--- src/rtl/zbt_point_writer_pkg.sv ---
// Shared types and helpers for the ZBT point writer and its point FIFO.
package zbt_pkg;

  localparam int unsigned DEF_ADDR_W = 19;
  localparam int unsigned DEF_DATA_W = 36;
  localparam int unsigned DEF_TAG_W  = 10;
  localparam logic [DEF_TAG_W-1:0] DEF_TAG = 10'b1111111100;
  localparam int unsigned PACK_W = 128;

  typedef enum logic [1:0] {
    IDLE = 2'd0,
    REQ  = 2'd1,
    STOP = 2'd2
  } state_e;

  // Builds {x, y, tag} in the low bits of a wide word; the caller truncates to DATA_W.
  function automatic logic [PACK_W-1:0] pack_point(input logic [PACK_W-1:0] x,
                                                   input logic [PACK_W-1:0] y,
                                                   input logic [PACK_W-1:0] tag,
                                                   input int unsigned coord_w,
                                                   input int unsigned tag_w);
    return (x << (coord_w + tag_w)) | (y << tag_w) | tag;
  endfunction

  function automatic int unsigned clog2(input int unsigned n);
    int unsigned r;
    r = 0;
    while ((32'd1 << r) < n) r++;
    return r;
  endfunction

endpackage

--- src/rtl/zbt_point_writer_point_fifo.sv ---
// Synchronous FIFO whose head word is registered, so it can drive a bus directly.
module point_fifo import zbt_pkg::*; #(
  parameter int unsigned WIDTH = DEF_DATA_W,
  parameter int unsigned DEPTH = 4,
  localparam int unsigned PTR_W = clog2(DEPTH)
) (
  input  logic             clk,
  input  logic             reset_n,
  input  logic             push,
  input  logic [WIDTH-1:0] push_data,
  input  logic             pop,
  input  logic             flush,
  output logic             full,
  output logic             empty,
  output logic [PTR_W:0]   level,
  output logic [WIDTH-1:0] head
);

  localparam logic [PTR_W:0] LVL_ONE  = (PTR_W+1)'(1);
  localparam logic [PTR_W:0] LVL_FULL = (PTR_W+1)'(DEPTH);

  logic [WIDTH-1:0] mem_q [DEPTH];
  logic [PTR_W-1:0] wr_ptr_q, wr_ptr_d, rd_ptr_q, rd_ptr_d;
  logic [PTR_W:0]   level_q, level_d;
  logic             full_q, full_d;
  logic [WIDTH-1:0] head_q, head_d;
  logic             do_push, do_pop;

  assign empty   = (level_q == '0);
  assign do_pop  = pop & ~empty & ~flush;
  // A full FIFO still takes a push when the same cycle frees a slot.
  assign do_push = push & (~full_q | do_pop) & ~flush;

  always_comb begin
    wr_ptr_d = wr_ptr_q + PTR_W'(do_push);
    rd_ptr_d = rd_ptr_q + PTR_W'(do_pop);
    level_d  = level_q + (PTR_W+1)'(do_push) - (PTR_W+1)'(do_pop);
    head_d   = head_q;
    if (do_push && (empty || (do_pop && level_q == LVL_ONE))) begin
      head_d = push_data;
    end else if (do_pop && level_q > LVL_ONE) begin
      head_d = mem_q[rd_ptr_d];
    end
    if (flush) begin
      wr_ptr_d = '0;
      rd_ptr_d = '0;
      level_d  = '0;
    end
    full_d = (level_d == LVL_FULL);
  end

  always_ff @(posedge clk) begin
    if (do_push) mem_q[wr_ptr_q] <= push_data;
  end

  always_ff @(posedge clk or negedge reset_n) begin
    if (!reset_n) begin
      wr_ptr_q <= '0;
      rd_ptr_q <= '0;
      level_q  <= '0;
      full_q   <= 1'b0;
      head_q   <= '0;
    end else begin
      wr_ptr_q <= wr_ptr_d;
      rd_ptr_q <= rd_ptr_d;
      level_q  <= level_d;
      full_q   <= full_d;
      head_q   <= head_d;
    end
  end

  assign full  = full_q;
  assign level = level_q;
  assign head  = head_q;

endmodule

--- src/rtl/zbt_point_writer.sv ---
// Captures strobed (x,y) points into a FIFO and drains them into the ZBT write port.
module zbt_point_writer import zbt_pkg::*; #(
  parameter int unsigned COORD_W    = 11,
  parameter int unsigned ADDR_W     = DEF_ADDR_W,
  parameter int unsigned DATA_W     = DEF_DATA_W,
  parameter int unsigned TAG_W      = DEF_TAG_W,
  parameter logic [TAG_W-1:0] TAG   = DEF_TAG,
  parameter int unsigned BASE_ADDR  = 0,
  parameter int unsigned MAX_POINTS = 50,
  parameter int unsigned FIFO_DEPTH = 4,
  parameter bit          WRAP       = 1'b0
) (
  input  logic               clk,
  input  logic               reset_n,
  input  logic               point_valid,
  input  logic [COORD_W-1:0] x,
  input  logic [COORD_W-1:0] y,
  input  logic               frame_start,
  input  logic               wr_grant,
  output logic               wr_req,
  output logic [ADDR_W-1:0]  wr_addr,
  output logic [DATA_W-1:0]  wr_data,
  output logic [ADDR_W-1:0]  max_addr,
  output logic [ADDR_W-1:0]  point_count,
  output logic               fifo_full,
  output logic               overflow,
  output logic               done,
  output state_e             dbg_state
);

  localparam int unsigned LVL_W = clog2(FIFO_DEPTH) + 1;
  localparam logic [ADDR_W-1:0] BASE     = ADDR_W'(BASE_ADDR);
  localparam logic [ADDR_W-1:0] LAST_IDX = ADDR_W'(MAX_POINTS - 1);
  localparam logic [ADDR_W-1:0] ONE_A    = ADDR_W'(1);
  localparam logic [ADDR_W-1:0] CNT_MAX  = '1;

  if (DATA_W < 2 * COORD_W + TAG_W) begin : g_bad_data_w
    $error("DATA_W too small for {x, y, TAG}");
  end
  if (MAX_POINTS == 0 || ((64'(BASE_ADDR) + 64'(MAX_POINTS) - 64'd1) >> ADDR_W) != 64'd0) begin : g_bad_range
    $error("BASE_ADDR + MAX_POINTS - 1 does not fit in ADDR_W");
  end
  if (FIFO_DEPTH < 2 || (FIFO_DEPTH & (FIFO_DEPTH - 1)) != 0) begin : g_bad_depth
    $error("FIFO_DEPTH must be a power of two >= 2");
  end

  state_e            state_q, state_d;
  logic              prev_valid_q, prev_valid_d;
  logic              wr_req_q, wr_req_d;
  logic [ADDR_W-1:0] wr_addr_q, wr_addr_d, index_q, index_d;
  logic [ADDR_W-1:0] max_addr_q, max_addr_d, count_q, count_d;
  logic              overflow_q, overflow_d, done_q, done_d;

  logic              capture, push, pop, flush, push_ok, drop, more;
  logic              fifo_empty;
  logic [LVL_W-1:0]  fifo_level;
  logic [DATA_W-1:0] point_word;

  assign point_word = DATA_W'(pack_point(PACK_W'(x), PACK_W'(y), PACK_W'(TAG), COORD_W, TAG_W));
  assign capture    = point_valid & ~prev_valid_q;
  assign push       = capture & ~done_q & ~frame_start;
  // wr_req/wr_grant: while wr_req is high, wr_addr/wr_data stay stable; a cycle with
  // wr_req and wr_grant both high completes exactly one write.
  assign pop        = (state_q == REQ) & wr_grant;
  assign flush      = frame_start | (state_q == STOP);
  assign push_ok    = push & (~fifo_full | pop);
  assign drop       = push & ~push_ok;
  assign more       = (fifo_level > LVL_W'(1)) | push_ok;

  point_fifo #(.WIDTH(DATA_W), .DEPTH(FIFO_DEPTH)) u_fifo (
    .clk       (clk),
    .reset_n   (reset_n),
    .push      (push),
    .push_data (point_word),
    .pop       (pop),
    .flush     (flush),
    .full      (fifo_full),
    .empty     (fifo_empty),
    .level     (fifo_level),
    .head      (wr_data)
  );

  always_comb begin
    prev_valid_d = point_valid;
    state_d      = state_q;
    wr_req_d     = wr_req_q;
    wr_addr_d    = wr_addr_q;
    index_d      = index_q;
    max_addr_d   = max_addr_q;
    count_d      = count_q;
    overflow_d   = overflow_q;
    done_d       = done_q;
    if (frame_start) begin
      state_d    = IDLE;
      wr_req_d   = 1'b0;
      wr_addr_d  = BASE;
      index_d    = '0;
      max_addr_d = '0;
      count_d    = '0;
      overflow_d = 1'b0;
      done_d     = 1'b0;
    end else begin
      overflow_d = overflow_q | drop;
      case (state_q)
        IDLE: begin
          if (!fifo_empty) begin
            state_d   = REQ;
            wr_req_d  = 1'b1;
            wr_addr_d = BASE + index_q;
          end
        end
        REQ: begin
          if (wr_grant) begin
            if (count_q != CNT_MAX) count_d = count_q + ONE_A;
            if (wr_addr_q > max_addr_q) max_addr_d = wr_addr_q;
            if (index_q == LAST_IDX && !WRAP) begin
              state_d  = STOP;
              wr_req_d = 1'b0;
              done_d   = 1'b1;
            end else begin
              index_d = (index_q == LAST_IDX) ? '0 : index_q + ONE_A;
              if (more) begin
                wr_addr_d = BASE + index_d;
              end else begin
                state_d  = IDLE;
                wr_req_d = 1'b0;
              end
            end
          end
        end
        STOP:    wr_req_d = 1'b0;
        default: state_d  = IDLE;
      endcase
    end
  end

  always_ff @(posedge clk or negedge reset_n) begin
    if (!reset_n) begin
      state_q      <= IDLE;
      prev_valid_q <= 1'b0;
      wr_req_q     <= 1'b0;
      wr_addr_q    <= BASE;
      index_q      <= '0;
      max_addr_q   <= '0;
      count_q      <= '0;
      overflow_q   <= 1'b0;
      done_q       <= 1'b0;
    end else begin
      state_q      <= state_d;
      prev_valid_q <= prev_valid_d;
      wr_req_q     <= wr_req_d;
      wr_addr_q    <= wr_addr_d;
      index_q      <= index_d;
      max_addr_q   <= max_addr_d;
      count_q      <= count_d;
      overflow_q   <= overflow_d;
      done_q       <= done_d;
    end
  end

  assign wr_req      = wr_req_q;
  assign wr_addr     = wr_addr_q;
  assign max_addr    = max_addr_q;
  assign point_count = count_q;
  assign overflow    = overflow_q;
  assign done        = done_q;
  assign dbg_state   = state_q;

endmodule

--- config.mk ---
export PLATFORM = sky130hd
export DESIGN_NAME = zbt_point_writer
export DESIGN_NICKNAME = d
export VERILOG_FILES = /design/src/rtl/zbt_point_writer_pkg.sv /design/src/rtl/zbt_point_writer_point_fifo.sv /design/src/rtl/zbt_point_writer.sv
export SDC_FILE = /design/constraint.sdc
export NUM_CORES = 1
export LEC_CHECK = 0
export ABC_CLOCK_PERIOD_IN_PS = 3120
export BUFFER_PORTS_ARGS = -buffer_cell sky130_fd_sc_hd__buf_2
export CORE_MARGIN = 5
export CORE_UTILIZATION = 44
export CTS_BUF_LIST = sky130_fd_sc_hd__clkbuf_8
export DETAILED_ROUTE_END_ITERATION = 8
export PLACE_DENSITY = 0.69
export SYNTH_ARGS = -nofsm -noshare
export SYNTH_HDL_FRONTEND = slang
export SYNTH_SLANG_ARGS = --single-unit
--- constraint.sdc ---
create_clock -name clk -period 3.12 [get_ports clk]
set_input_delay 0.312 -clock clk [delete_from_list [all_inputs] [get_ports clk]]
set_output_delay 0.312 -clock clk [all_outputs]
set_load 0.02 [all_outputs]
### After elaboration in Yosys (flattened, before gate mapping)

Memory sizes are Yosys's and may differ from the RTL's.
Index checks and enable logic that the tools add are counted.

* register bits after elaboration: 126
* latch bits: 0
* memory bits (writable): 96
* bits in read-only memories: 0
* input port bits: 27
* word-level logic and storage cells: 122
* memories: 1

* $add $sub $neg: 6
* multiply operators: 0
* div/mod/pow operators: 0
* order comparisons: 2
* eq/ne operators: 13
* shift-type cells: 0
* muxes and demuxes: 42
* bitwise operators: 23
* reduce and logical (&&, ||, !) cells: 21

Memories
* u_fifo.mem_q: words 4, bits a word 24, read ports 1, clocked after Yosys merged registers in 0, write ports 1, line zbt_point_writer_point_fifo.sv:22 `logic [WIDTH-1:0] mem_q [DEPTH];`

Operators with widths (number)
* $mux W19: 17
* $mux W36: 2
* $add A19 B1 Y19 const B: 2
* $pmux W19 S2: 1
* $or A32 B21 Y32: 1
* $eq A19 B6 Y1 const B: 1
* $gt A19 B19 Y1: 1
* $ne A19 B19 Y1 const B: 1
* $mux W2: 7
* $mux W1: 12
* $ne A3 B3 Y1 const B: 4
* $reduce_and A3 Y1: 4
* $reduce_bool A2 Y1: 6
* $and A1 B1 Y1: 10
* $reduce_and A4 Y1: 2
* $not A1 Y1: 7
* $pmux W2 S3: 1
* $or A1 B1 Y1: 5
* $reduce_and A5 Y1: 1
* $add A2 B1 Y2: 2
* $ne A2 B2 Y1 const B: 2
* $ne A4 B3 Y1 const B: 1
* $reduce_bool A4 Y1: 1
* $add A3 B1 Y3: 1
* 13 further kinds: 15

### Longest topological paths before layout

Gate-level depths: netlist of the first run.

* depth after elaboration: 11
* mapped depth: 15

### Hierarchy

From an unflattened synthesis of the first run, not the netlist that was laid out.

* cell total of the unflattened synthesis: 911
* area total of the unflattened synthesis: 12176.7 um^2

Modules (own cells, without submodules)
* point_fifo: instances 1, cells each 395, area each 7203.2 um^2, sequential area each 5425.2 um^2
* zbt_point_writer: instances 1, cells each 516, area each 4973.5 um^2, sequential area each 2052.0 um^2

### Worst setup path before layout of the first run

OpenSTA, ideal clock, no wires.

* path kind: register to register
* from: register state_q[1], in the netlist dbg_state[1]
* to: memory u_fifo.mem_q[1][10] (netlist name) (enable)
* setup time: 433 ps
* data arrival time: 3010 ps
* slack: -324 ps
* cell stages (with the launch flop): 8
* buffers on the path: 1
* path through: dfrtp_1 -> inv_1 -> ha_1 -> buf_4 -> nand2_1 -> o31ai_1 -> nand3b_1 -> nor3b_1

* word-level cells in the longest chain between the ends: 9
* elaborated cells on any way between the ends: 12

RTL lines
* start, declared: line zbt_point_writer.sv:47 `state_e state_q, state_d;`
* start signal, assigned: line zbt_point_writer.sv:149 `state_q <= state_d;`
* $eq A2 B1 Y1 / $eq A2 B2 Y1 (equally long branches): line zbt_point_writer.sv:64, zbt_point_writer.sv:65
* $and A1 B1 Y1 / $or A1 B1 Y1 (equally long branches): line zbt_point_writer.sv:64, zbt_point_writer.sv:65
* $and A1 B1 Y1 / $not A1 Y1 (equally long branches): line zbt_point_writer_point_fifo.sv:30, zbt_point_writer_point_fifo.sv:32
* $and A1 B1 Y1: line zbt_point_writer_point_fifo.sv:30 `assign do_pop = pop & ~empty & ~flush;`
* $or A1 B1 Y1: line zbt_point_writer_point_fifo.sv:32 `assign do_push = push & (~full_q | do_pop) & ~flush;`
* $and A1 B1 Y1: line zbt_point_writer_point_fifo.sv:32
* $and A1 B1 Y1 (*): line zbt_point_writer_point_fifo.sv:32
* $mux W1 (*): line zbt_point_writer_point_fifo.sv:53 `if (do_push) mem_q[wr_ptr_q] <= push_data;`
* $mux W1 (implied by the code) (*): line zbt_point_writer_point_fifo.sv:53
* end, declared: line zbt_point_writer_point_fifo.sv:22

Mark *: on every way between the ends. The rest lies on a longest branch, timed or not.

### Worst setup path after layout of the first run

* from: register state_q[0], in the netlist dbg_state[0]
* to: register u_fifo.full_q, in the netlist u_fifo.full

* word-level cells in the longest chain between the ends: 11
* elaborated cells on any way between the ends: 14

RTL lines
* $eq A2 B1 Y1 / $eq A2 B2 Y1 (equally long branches): line zbt_point_writer.sv:64, zbt_point_writer.sv:65
* $and A1 B1 Y1 / $or A1 B1 Y1 (equally long branches): line zbt_point_writer.sv:64, zbt_point_writer.sv:65
* $and A1 B1 Y1 / $not A1 Y1 (equally long branches): line zbt_point_writer_point_fifo.sv:30, zbt_point_writer_point_fifo.sv:32
* $and A1 B1 Y1: line zbt_point_writer_point_fifo.sv:30
* $or A1 B1 Y1: line zbt_point_writer_point_fifo.sv:32
* $and A1 B1 Y1 (2 in a row): line zbt_point_writer_point_fifo.sv:32
* $add A3 B1 Y3: line zbt_point_writer_point_fifo.sv:37 `level_d = level_q + (PTR_W+1)'(do_push) - (PTR_W+1)'(do_pop);`
* $sub A3 B1 Y3: line zbt_point_writer_point_fifo.sv:37
* $mux W3 (*): line zbt_point_writer_point_fifo.sv:44 `if (flush) begin`
* named net u_fifo.level_d[2]: line zbt_point_writer_point_fifo.sv:24 `logic [PTR_W:0] level_q, level_d;`
* $eq A3 B3 Y1 (*): line zbt_point_writer_point_fifo.sv:49 `full_d = (level_d == LVL_FULL);`
* named net u_fifo.full_d: line zbt_point_writer_point_fifo.sv:25 `logic full_q, full_d;`
* end signal, assigned: line zbt_point_writer_point_fifo.sv:67 `full_q <= full_d;`
* end, declared: line zbt_point_writer_point_fifo.sv:25

The timed path passes the listed nets; every way through them passes the cells marked *.
A chain may end at the register's enable or synchronous reset.

==> impl_metrics.env, run 1 <==
export IMPL_syn_to_final_growth_pct=16.5
export IMPL_setup_repair_after_global_routing_missed_its_margin="no"
export IMPL_coreArea_um2=21800
export IMPL_post_synth_inst_count=776
export IMPL_avgViaCountPerCell=5.31
export IMPL_net_total_in_the_final_layout=970
export IMPL_cts_htree_levels=2
export IMPL_final_seq_area_um2=5470
export IMPL_groute_layer_met1_usage_pct=23.6
export IMPL_filler_cells_inserted=1909
export IMPL_finClkSkew_ps=17.7
export IMPL_ys_top_cells_by_area="sky130_fd_sc_hd__dfrtp_1 (29%), sky130_fd_sc_hd__edfxtp_1 (27%), sky130_fd_sc_hd__mux4_2 (5.1%)"
export IMPL_grt_first_pass_wirelength_um=34000
export IMPL_finalWorstPathRequiredPeriod_ps=2800
export IMPL_cellPowerDensity_nw_per_um2=701
export IMPL_pin_count=126
export IMPL_final_cell_count_without_fillers=1211
export IMPL_grt_met3_usage_pct=3.83
export IMPL_postSynthRegisterBits=201
export IMPL_synth_enable_flop_cells=88
export IMPL_iteration_count_of_the_initial_detailed_routing_pass=4
export IMPL_timing_final_crit_share_pct=89.8
export IMPL_critical_path_startpoint_type="flop"
export IMPL_achievable_frequency_ghz=0.357
export IMPL_drt_drc_violations_left=0
export IMPL_yosysUniqueCellTypes=55
export IMPL_fp_dieArea_um2=25100
export IMPL_worst_ir_drop_vdd_mv=0.391
export IMPL_detailedRoute_firstIterationViolations=351
export IMPL_seq_area_frac_synth_pct=56.5
export IMPL_input_output_buffers=119
export IMPL_synth_cells_most_frequent="sky130_fd_sc_hd__dfrtp_1 (113), sky130_fd_sc_hd__nor2_1 (98), sky130_fd_sc_hd__edfxtp_1 (88), sky130_fd_sc_hd__a21oi_1 (39), sky130_fd_sc_hd__nand2_1 (37)"
export IMPL_yosys_warnings=0
export IMPL_dp_cells=1139
export IMPL_tritoncts="built"
export IMPL_ys_flop_type="sky130_fd_sc_hd__dfrtp_1"
export IMPL_worstSetupPathType="flop to flop"
export IMPL_postRouteWirelength_um=21300
export IMPL_hold_path_class="input port to flop"
export IMPL_setup_viol=0
export IMPL_worst_slew_pin_transition_ps=896
export IMPL_crit_arrival_ps=3220
export IMPL_wire_per_inst_um=17.6
export IMPL_hold_viol=0
export IMPL_gr_max_usage_layer="met2"
export IMPL_clk_pin_slew_ps=60
export IMPL_p_leak_uw=0.00453
export IMPL_cts_root_buf="sky130_fd_sc_hd__clkbuf_8"
export IMPL_area_used_by_multi_input_combinational_logic_um2=3790
export IMPL_slew_headroom_pct=40.3
export IMPL_maxCapViolCount=0
export IMPL_post_layout_total_power_uw=7910
export IMPL_hpwl_um=14000
export IMPL_grt_remaining_overflow=0
export IMPL_post_synth_top_count_cell="sky130_fd_sc_hd__dfrtp_1"
export IMPL_synth_area_um2=9690
export IMPL_floorplan_initialDensity_pct=44.5
export IMPL_drtAntennaViolNets=0
export IMPL_fin_setup_tns_ps=0
export IMPL_postLayoutCoreUtil_pct=51.9
export IMPL_yosys_area_top_type_share_pct=29.2
export IMPL_antennaDiodeCount=0
export IMPL_number_of_global_route_vias_before_repair=6306
export IMPL_critical_path_peak_fanout=8
export IMPL_cts_sinks=201
export IMPL_row_count=54
export IMPL_globalRouteMet2Util_pct=27.6
export IMPL_slew_violations=0
export IMPL_synth_area_per_cell_um2=12.5
export IMPL_ys_async_sr_fraction_pct=56.2
export IMPL_cts_path_max_buffers=3
export IMPL_antenna_found_initial=0
export IMPL_grt_use_total_pct=17.2
export IMPL_grt_start_max_net_pins=68
export IMPL_drive_gt1_share_pct=25.1
export IMPL_endpoint_type_of_the_worst_setup_path="flop"
export IMPL_crit_required_ps=3540
export IMPL_worstSkewPairLatency_ps=520
export IMPL_last_weighted_congestion_value_of_the_routability_driven_placer=0.822
export IMPL_synth_largest_area_cell="sky130_fd_sc_hd__dfrtp_1"
export IMPL_outcome="complete, no violations"
export IMPL_die_ht_um=158
export IMPL_cts_buffers=35
export IMPL_vias=6426
export IMPL_die_outline_width_um=158
## per-stage QoR
step | area (um^2) | hold slack (ps) | worst slack (ps)
6_report | 11300 | 42.1 | 317
5_1_grt | 11300 | 9.87 | 20.5
4_1_cts | 11300 | 1.27 | 209
3_5_place_dp | 10500 | 429 | 248
3_3_place_gp | 10500 | 426 | 397
2_1_floorplan | 9720 | 16.4 | 178
## cell families (layout without fill, tap and decap cells)
family | after synthesis | count (layout) | synth area share [%]
other cells | 1 | 6 | 0.0387
mux | 51 | 51 | 8.12
buf+inv | 93 | 243 | 4.97
simple gates | 223 | 223 | 10.9
fa+ha+maj | 33 | 33 | 4.34
flops | 201 | 201 | 56.5
xor+xnor | 50 | 50 | 4.52
compound gates | 124 | 124 | 10.6
## placed cells by master, fill, tap and decap left out, types with 22 or more instances in the layout
| cell type | instances |
|---|---|
| sky130_fd_sc_hd__xor2_1 | 30 |
| sky130_fd_sc_hd__mux2i_1 | 28 |
| sky130_fd_sc_hd__dfrtp_1 | 113 |
| sky130_fd_sc_hd__ha_1 | 32 |
| sky130_fd_sc_hd__edfxtp_1 | 88 |
| sky130_fd_sc_hd__nand2_1 | 37 |
| sky130_fd_sc_hd__inv_1 | 46 |
| sky130_fd_sc_hd__mux4_2 | 22 |
| sky130_fd_sc_hd__clkbuf_8 | 40 |
| sky130_fd_sc_hd__buf_2 | 117 |
| sky130_fd_sc_hd__nor2_1 | 96 |
| sky130_fd_sc_hd__a21oi_1 | 39 |
## report_power, final
| part | internal [uW] | switching (uW) | total, uW |
|---|---|---|---|
| Clock | 1180 | 1040 | 2220 |
| Combinational | 855 | 1560 | 2420 |
| Sequential | 3030 | 250 | 3280 |
| Total | 5060 | 2850 | 7910 |
## worst max-delay path, cell delays in order (launching register included)
cell,delay [ps]
sky130_fd_sc_hd__dfrtp_1,380
sky130_fd_sc_hd__inv_1,90
sky130_fd_sc_hd__ha_1,300
sky130_fd_sc_hd__nor2_2,220
sky130_fd_sc_hd__nand2_1,150
sky130_fd_sc_hd__nor2_1,170
sky130_fd_sc_hd__ha_1,250
sky130_fd_sc_hd__inv_1,60
sky130_fd_sc_hd__ha_1,130
sky130_fd_sc_hd__inv_1,40
sky130_fd_sc_hd__fa_1,380
sky130_fd_sc_hd__xnor2_1,130
sky130_fd_sc_hd__nor3_1,180
sky130_fd_sc_hd__nor3b_1,230
## path summary, 6_finish.rpt
| check | from | endpoint | slack [ps] | cells after the start |
|---|---|---|---|---|
| setup / recovery | dbg_state[0]$_DFFE_PN0P_ | u_fifo.full$_DFF_PN0_ | 320 | 13 |
| hold reg to reg | overflow$_DFF_PN0_ | overflow$_DFF_PN0_ | 490 | 2 |
| setup reg to reg | dbg_state[0]$_DFFE_PN0P_ | u_fifo.full$_DFF_PN0_ | 320 | 13 |
| max in group asynchronous | reset_n | wr_addr[17]$_DFFE_PN0P_ | 1820 | 3 |
| hold / removal | x[1] | u_fifo.mem_q[3][14]$_DFFE_PP_ | 40 | 1 |
| min in group asynchronous | reset_n | u_fifo.head[23]$_DFFE_PN0P_ | 400 | 2 |
## flip-flops by register name, summed over array words and instances, names as in the netlist
| name | flops |
|---|---|
| u_fifo.mem_q | 88 |
| u_fifo.head | 23 |
| index_q | 19 |
| max_addr | 19 |
| point_count | 19 |
| wr_addr | 19 |
| u_fifo.level | 3 |
| dbg_state | 2 |
| u_fifo.rd_ptr_q | 2 |
| u_fifo.wr_ptr_q | 2 |
| done | 1 |
| overflow | 1 |
| prev_valid_q | 1 |
| u_fifo.full | 1 |
| wr_req | 1 |
## layer usage
| metal | wire length (um) | part of all wire [%] |
|---|---|---|
| met5 | 0 | 0 |
| met4 | 354 | 1.7 |
| met3 | 1160 | 5.5 |
| met2 | 10100 | 47 |
| met1 | 9680 | 45 |
## layout make-up
type                    count  area share, %
flip-flops and latches    201           48.5
multi-input cells         487           33.6
repair buffers            151           8.05
clock inverters            18          0.809
clock buffers              40           4.88
well taps                 280           3.10
inverters                  34           1.13
## timing repair
action                     CTS  global route
hold buffers                12             0
hold endpoints to repair    84             0
setup buffers                0             2
setup endpoints to repair    0             9
resized for setup            0             1
(Power assumes the default switching activity.)
==> run 2: changes to the inputs <==
--- a/config.mk
+++ b/config.mk
@@ -5,6 +5,7 @@
 export SDC_FILE = /design/constraint.sdc
 export NUM_CORES = 1
 export LEC_CHECK = 0
+export ABC_AREA = 1
 export ABC_CLOCK_PERIOD_IN_PS = 3120
 export BUFFER_PORTS_ARGS = -buffer_cell sky130_fd_sc_hd__buf_2
 export CORE_MARGIN = 5
==> impl_metrics.env, run 2 <==
export IMPL_area_used_by_multi_input_combinational_logic_um2=3940
export IMPL_achievable_frequency_ghz=0.364
export IMPL_origin_of_the_worst_setup_path="dbg_state[1]$_DFFE_PN0P_"
export IMPL_drive_gt1_share_pct=17.0
export IMPL_cts_path_max_buffers=3
export IMPL_yosys_area_top_type_share_pct=28.2
export IMPL_critical_path_peak_fanout=14
export IMPL_cts_htree_levels=2
export IMPL_pin_count=126
export IMPL_largest_register="u_fifo.mem_q"
export IMPL_crit_required_ps=3530
export IMPL_last_weighted_congestion_value_of_the_routability_driven_placer=0.890
export IMPL_wire_per_inst_um=15.3
export IMPL_hold_viol=0
export IMPL_maxCapViolCount=0
export IMPL_synth_enable_flop_cells=88
export IMPL_postRouteWirelength_um=24300
export IMPL_slew_headroom_pct=48.4
export IMPL_post_layout_total_power_uw=7230
export IMPL_vias=8215
export IMPL_synth_cells_most_frequent="sky130_fd_sc_hd__nand2_1 (393), sky130_fd_sc_hd__dfrtp_1 (113), sky130_fd_sc_hd__edfxtp_1 (88), sky130_fd_sc_hd__inv_1 (86), sky130_fd_sc_hd__nor2_1 (86)"
export IMPL_yosysUniqueCellTypes=40
export IMPL_crit_arrival_ps=3160
export IMPL_filler_cells_inserted=2089
export IMPL_timing_final_crit_share_pct=88.0
export IMPL_critical_path_startpoint_type="flop"
export IMPL_floorplan_initialDensity_pct=44.4
export IMPL_cts_buffers=36
export IMPL_timing_rr_start="dbg_state[1]$_DFFE_PN0P_"
export IMPL_worstPathBufferInverterCount=4
export IMPL_ys_async_sr_fraction_pct=56.2
export IMPL_synth_area_um2=10000
export IMPL_antenna_found_initial=1
export IMPL_cts_sinks=201
export IMPL_worstSkewPairLatency_ps=530
export IMPL_ys_flop_type="sky130_fd_sc_hd__dfrtp_1"
export IMPL_final_seq_area_um2=5470
export IMPL_grt_remaining_overflow=0
export IMPL_finClkSkew_ps=19.9
export IMPL_tritoncts="built"
export IMPL_timing_final_ws_setup_ps=375
export IMPL_grt_use_total_pct=18.3
export IMPL_cts_root_buf="sky130_fd_sc_hd__clkbuf_8"
export IMPL_syn_to_final_growth_pct=16.3
export IMPL_worstSetupPathType="flop to flop"
export IMPL_input_output_buffers=119
export IMPL_iteration_count_of_the_initial_detailed_routing_pass=5
export IMPL_grt_start_max_net_pins=60
export IMPL_avgViaCountPerCell=5.17
export IMPL_postCtsSetupBuffers=0
export IMPL_cts_repair_resized=0
export IMPL_finalWorstPathRequiredPeriod_ps=2750
export IMPL_largest_register_ff_count=88
export IMPL_synth_largest_area_cell="sky130_fd_sc_hd__dfrtp_1"
export IMPL_hold_path_class="input port to flop"
export IMPL_ys_top_cells_by_area="sky130_fd_sc_hd__dfrtp_1 (28%), sky130_fd_sc_hd__edfxtp_1 (26%), sky130_fd_sc_hd__nand2_1 (15%)"
export IMPL_grt_first_pass_wirelength_um=39300
export IMPL_post_place_ws_ps=168
export IMPL_postLayoutCoreUtil_pct=51.7
export IMPL_hpwl_um=16400
export IMPL_seq_area_frac_synth_pct=54.5
export IMPL_slew_violations=0
export IMPL_die_outline_width_um=161
export IMPL_worst_slew_pin_transition_ps=770
export IMPL_synth_area_per_cell_um2=8.79
export IMPL_post_synth_inst_count=1141
export IMPL_path_cells="inv_1 -> ha_1 -> nand2_2 -> clkinv_2 -> nand3_4 -> inv_1 -> ha_1 -> xnor2_4 -> buf_4 -> nand3_1 -> o211ai_1 -> nand2_1 -> o21ai_1 -> nand2_1"
export IMPL_postSynthRegisterBits=201
export IMPL_whs_ps=24.6
export IMPL_drtAntennaViolNets=0
export IMPL_coreArea_um2=22600
export IMPL_timing_critical_path_slowest_cell_delay_ps=480
export IMPL_antennaDiodeCount=0
export IMPL_fp_dieArea_um2=25900
export IMPL_net_total_in_the_final_layout=1338
export IMPL_outcome="complete, no violations"
export IMPL_clk_pin_slew_ps=60
export IMPL_post_synth_top_count_cell="sky130_fd_sc_hd__nand2_1"
export IMPL_number_of_global_route_vias_before_repair=7910
export IMPL_cellPowerDensity_nw_per_um2=620
export IMPL_p_leak_uw=0.00562
export IMPL_detailedRoute_firstIterationViolations=571
export IMPL_setup_repair_after_global_routing_missed_its_margin="no"
export IMPL_worstHoldStart="x[5]"
export IMPL_final_common_cell="sky130_fd_sc_hd__nand2_1"
export IMPL_drt_drc_violations_left=0
export IMPL_die_ht_um=161
export IMPL_yosys_warnings=0
export IMPL_row_count=55
export IMPL_endpoint_type_of_the_worst_setup_path="flop"
export IMPL_setup_viol=0
export IMPL_cpLargestDelayFamily="buffers and inverters"
export IMPL_slowest_stage="sky130_fd_sc_hd__xnor2_4"
export IMPL_worst_ir_drop_vdd_mv=0.270
export IMPL_commonest_cells_after_routing_fill_and_taps_aside="sky130_fd_sc_hd__nand2_1 (393), sky130_fd_sc_hd__buf_2 (118), sky130_fd_sc_hd__dfrtp_1 (113)"
run 2: cell count changes in the layout (fill, tap and decap cells not counted), moves of 20 or more:
cell and change:
sky130_fd_sc_hd__nand2_1 +356, sky130_fd_sc_hd__nand3_1 +70, sky130_fd_sc_hd__inv_1 +53, sky130_fd_sc_hd__mux2i_1 -28
sky130_fd_sc_hd__a21oi_1 -26, sky130_fd_sc_hd__o22ai_1 +26, sky130_fd_sc_hd__o21ai_1 +23, sky130_fd_sc_hd__mux4_2 -22
sky130_fd_sc_hd__o211ai_1 +22, sky130_fd_sc_hd__xor2_1 -20
run 2: through the flow:
stage	area [um^2]	cells	setup TNS [ps]
after floorplan	10000	1146	-20050
after global placement	10900	1517	0
after detailed placement	10900	1517	0
after CTS	11600	1589	0
after global routing	11700	1590	0
final	11700	1590	0
run 2: final cells by class:
type	count	area share [%]
flip-flops and latches	201	46.9
multi-input cells	795	33.8
repair buffers	150	7.49
clock buffers	40	4.72
inverters	94	3.06
well taps	285	3.06
clock inverters	25	0.998
run 2: cell families after synthesis:
logic type,after synthesis,synth area share [%]
buf+inv,151,6.82
simple gates,631,26.6
fa+ha+maj,33,4.19
other cells,1,0.0374
compound gates,108,6.33
xor+xnor,16,1.47
flops,201,54.5
run 2: worst paths after layout:
check	endpoint	slack, ps	cells past startpoint
setup / recovery	u_fifo.head[28]$_DFFE_PN0P_	370	14
hold / removal	u_fifo.mem_q[2][18]$_DFFE_PP_	20	1
setup reg to reg	u_fifo.head[28]$_DFFE_PN0P_	370	14
hold reg to reg	u_fifo.head[21]$_DFFE_PN0P_	460	2
max in group asynchronous	wr_addr[5]$_DFFE_PN0P_	2070	3
min in group asynchronous	u_fifo.head[25]$_DFFE_PN0P_	270	2
run 2: routing by layer:
| layer | GRT usage [%] | share of wire (%) | vias up | routed length [um] |
|---|---|---|---|---|
| met1 | 23.7 | 44 | 3895 | 10800 |
| li1 | - | - | 4053 | - |
| met3 | 3.65 | 5.7 | 36 | 1390 |
| met2 | 31.6 | 48 | 229 | 11800 |
| met5 | 0 | 0.053 | - | 13 |
| met4 | 4.81 | 1.6 | 2 | 380 |
run 2: power by group:
group / internal [uW] / switching, uW
clock: 1190 / 1070
combinational: 526 / 1270
sequential: 3000 / 176
run 2: what timing repair did:
| item | 4_1_cts | 5_1_grt |
|---|---|---|
| endpoints found under the setup margin | 0 | 6 |
| hold buffers | 7 | 0 |
| endpoints found under the hold margin | 47 | 0 |
run 2: worst register-to-register path: stages, from the launching register on:
cell                       delay [ps]
sky130_fd_sc_hd__dfrtp_1          380
sky130_fd_sc_hd__inv_1             90
sky130_fd_sc_hd__ha_1             250
sky130_fd_sc_hd__nand2_2          180
sky130_fd_sc_hd__clkinv_2         120
sky130_fd_sc_hd__nand3_4          110
sky130_fd_sc_hd__inv_1             60
sky130_fd_sc_hd__ha_1             280
sky130_fd_sc_hd__xnor2_4          480
sky130_fd_sc_hd__buf_4            280
sky130_fd_sc_hd__nand3_1           90
sky130_fd_sc_hd__o211ai_1         100
sky130_fd_sc_hd__nand2_1           70
sky130_fd_sc_hd__o21ai_1           90
sky130_fd_sc_hd__nand2_1           70
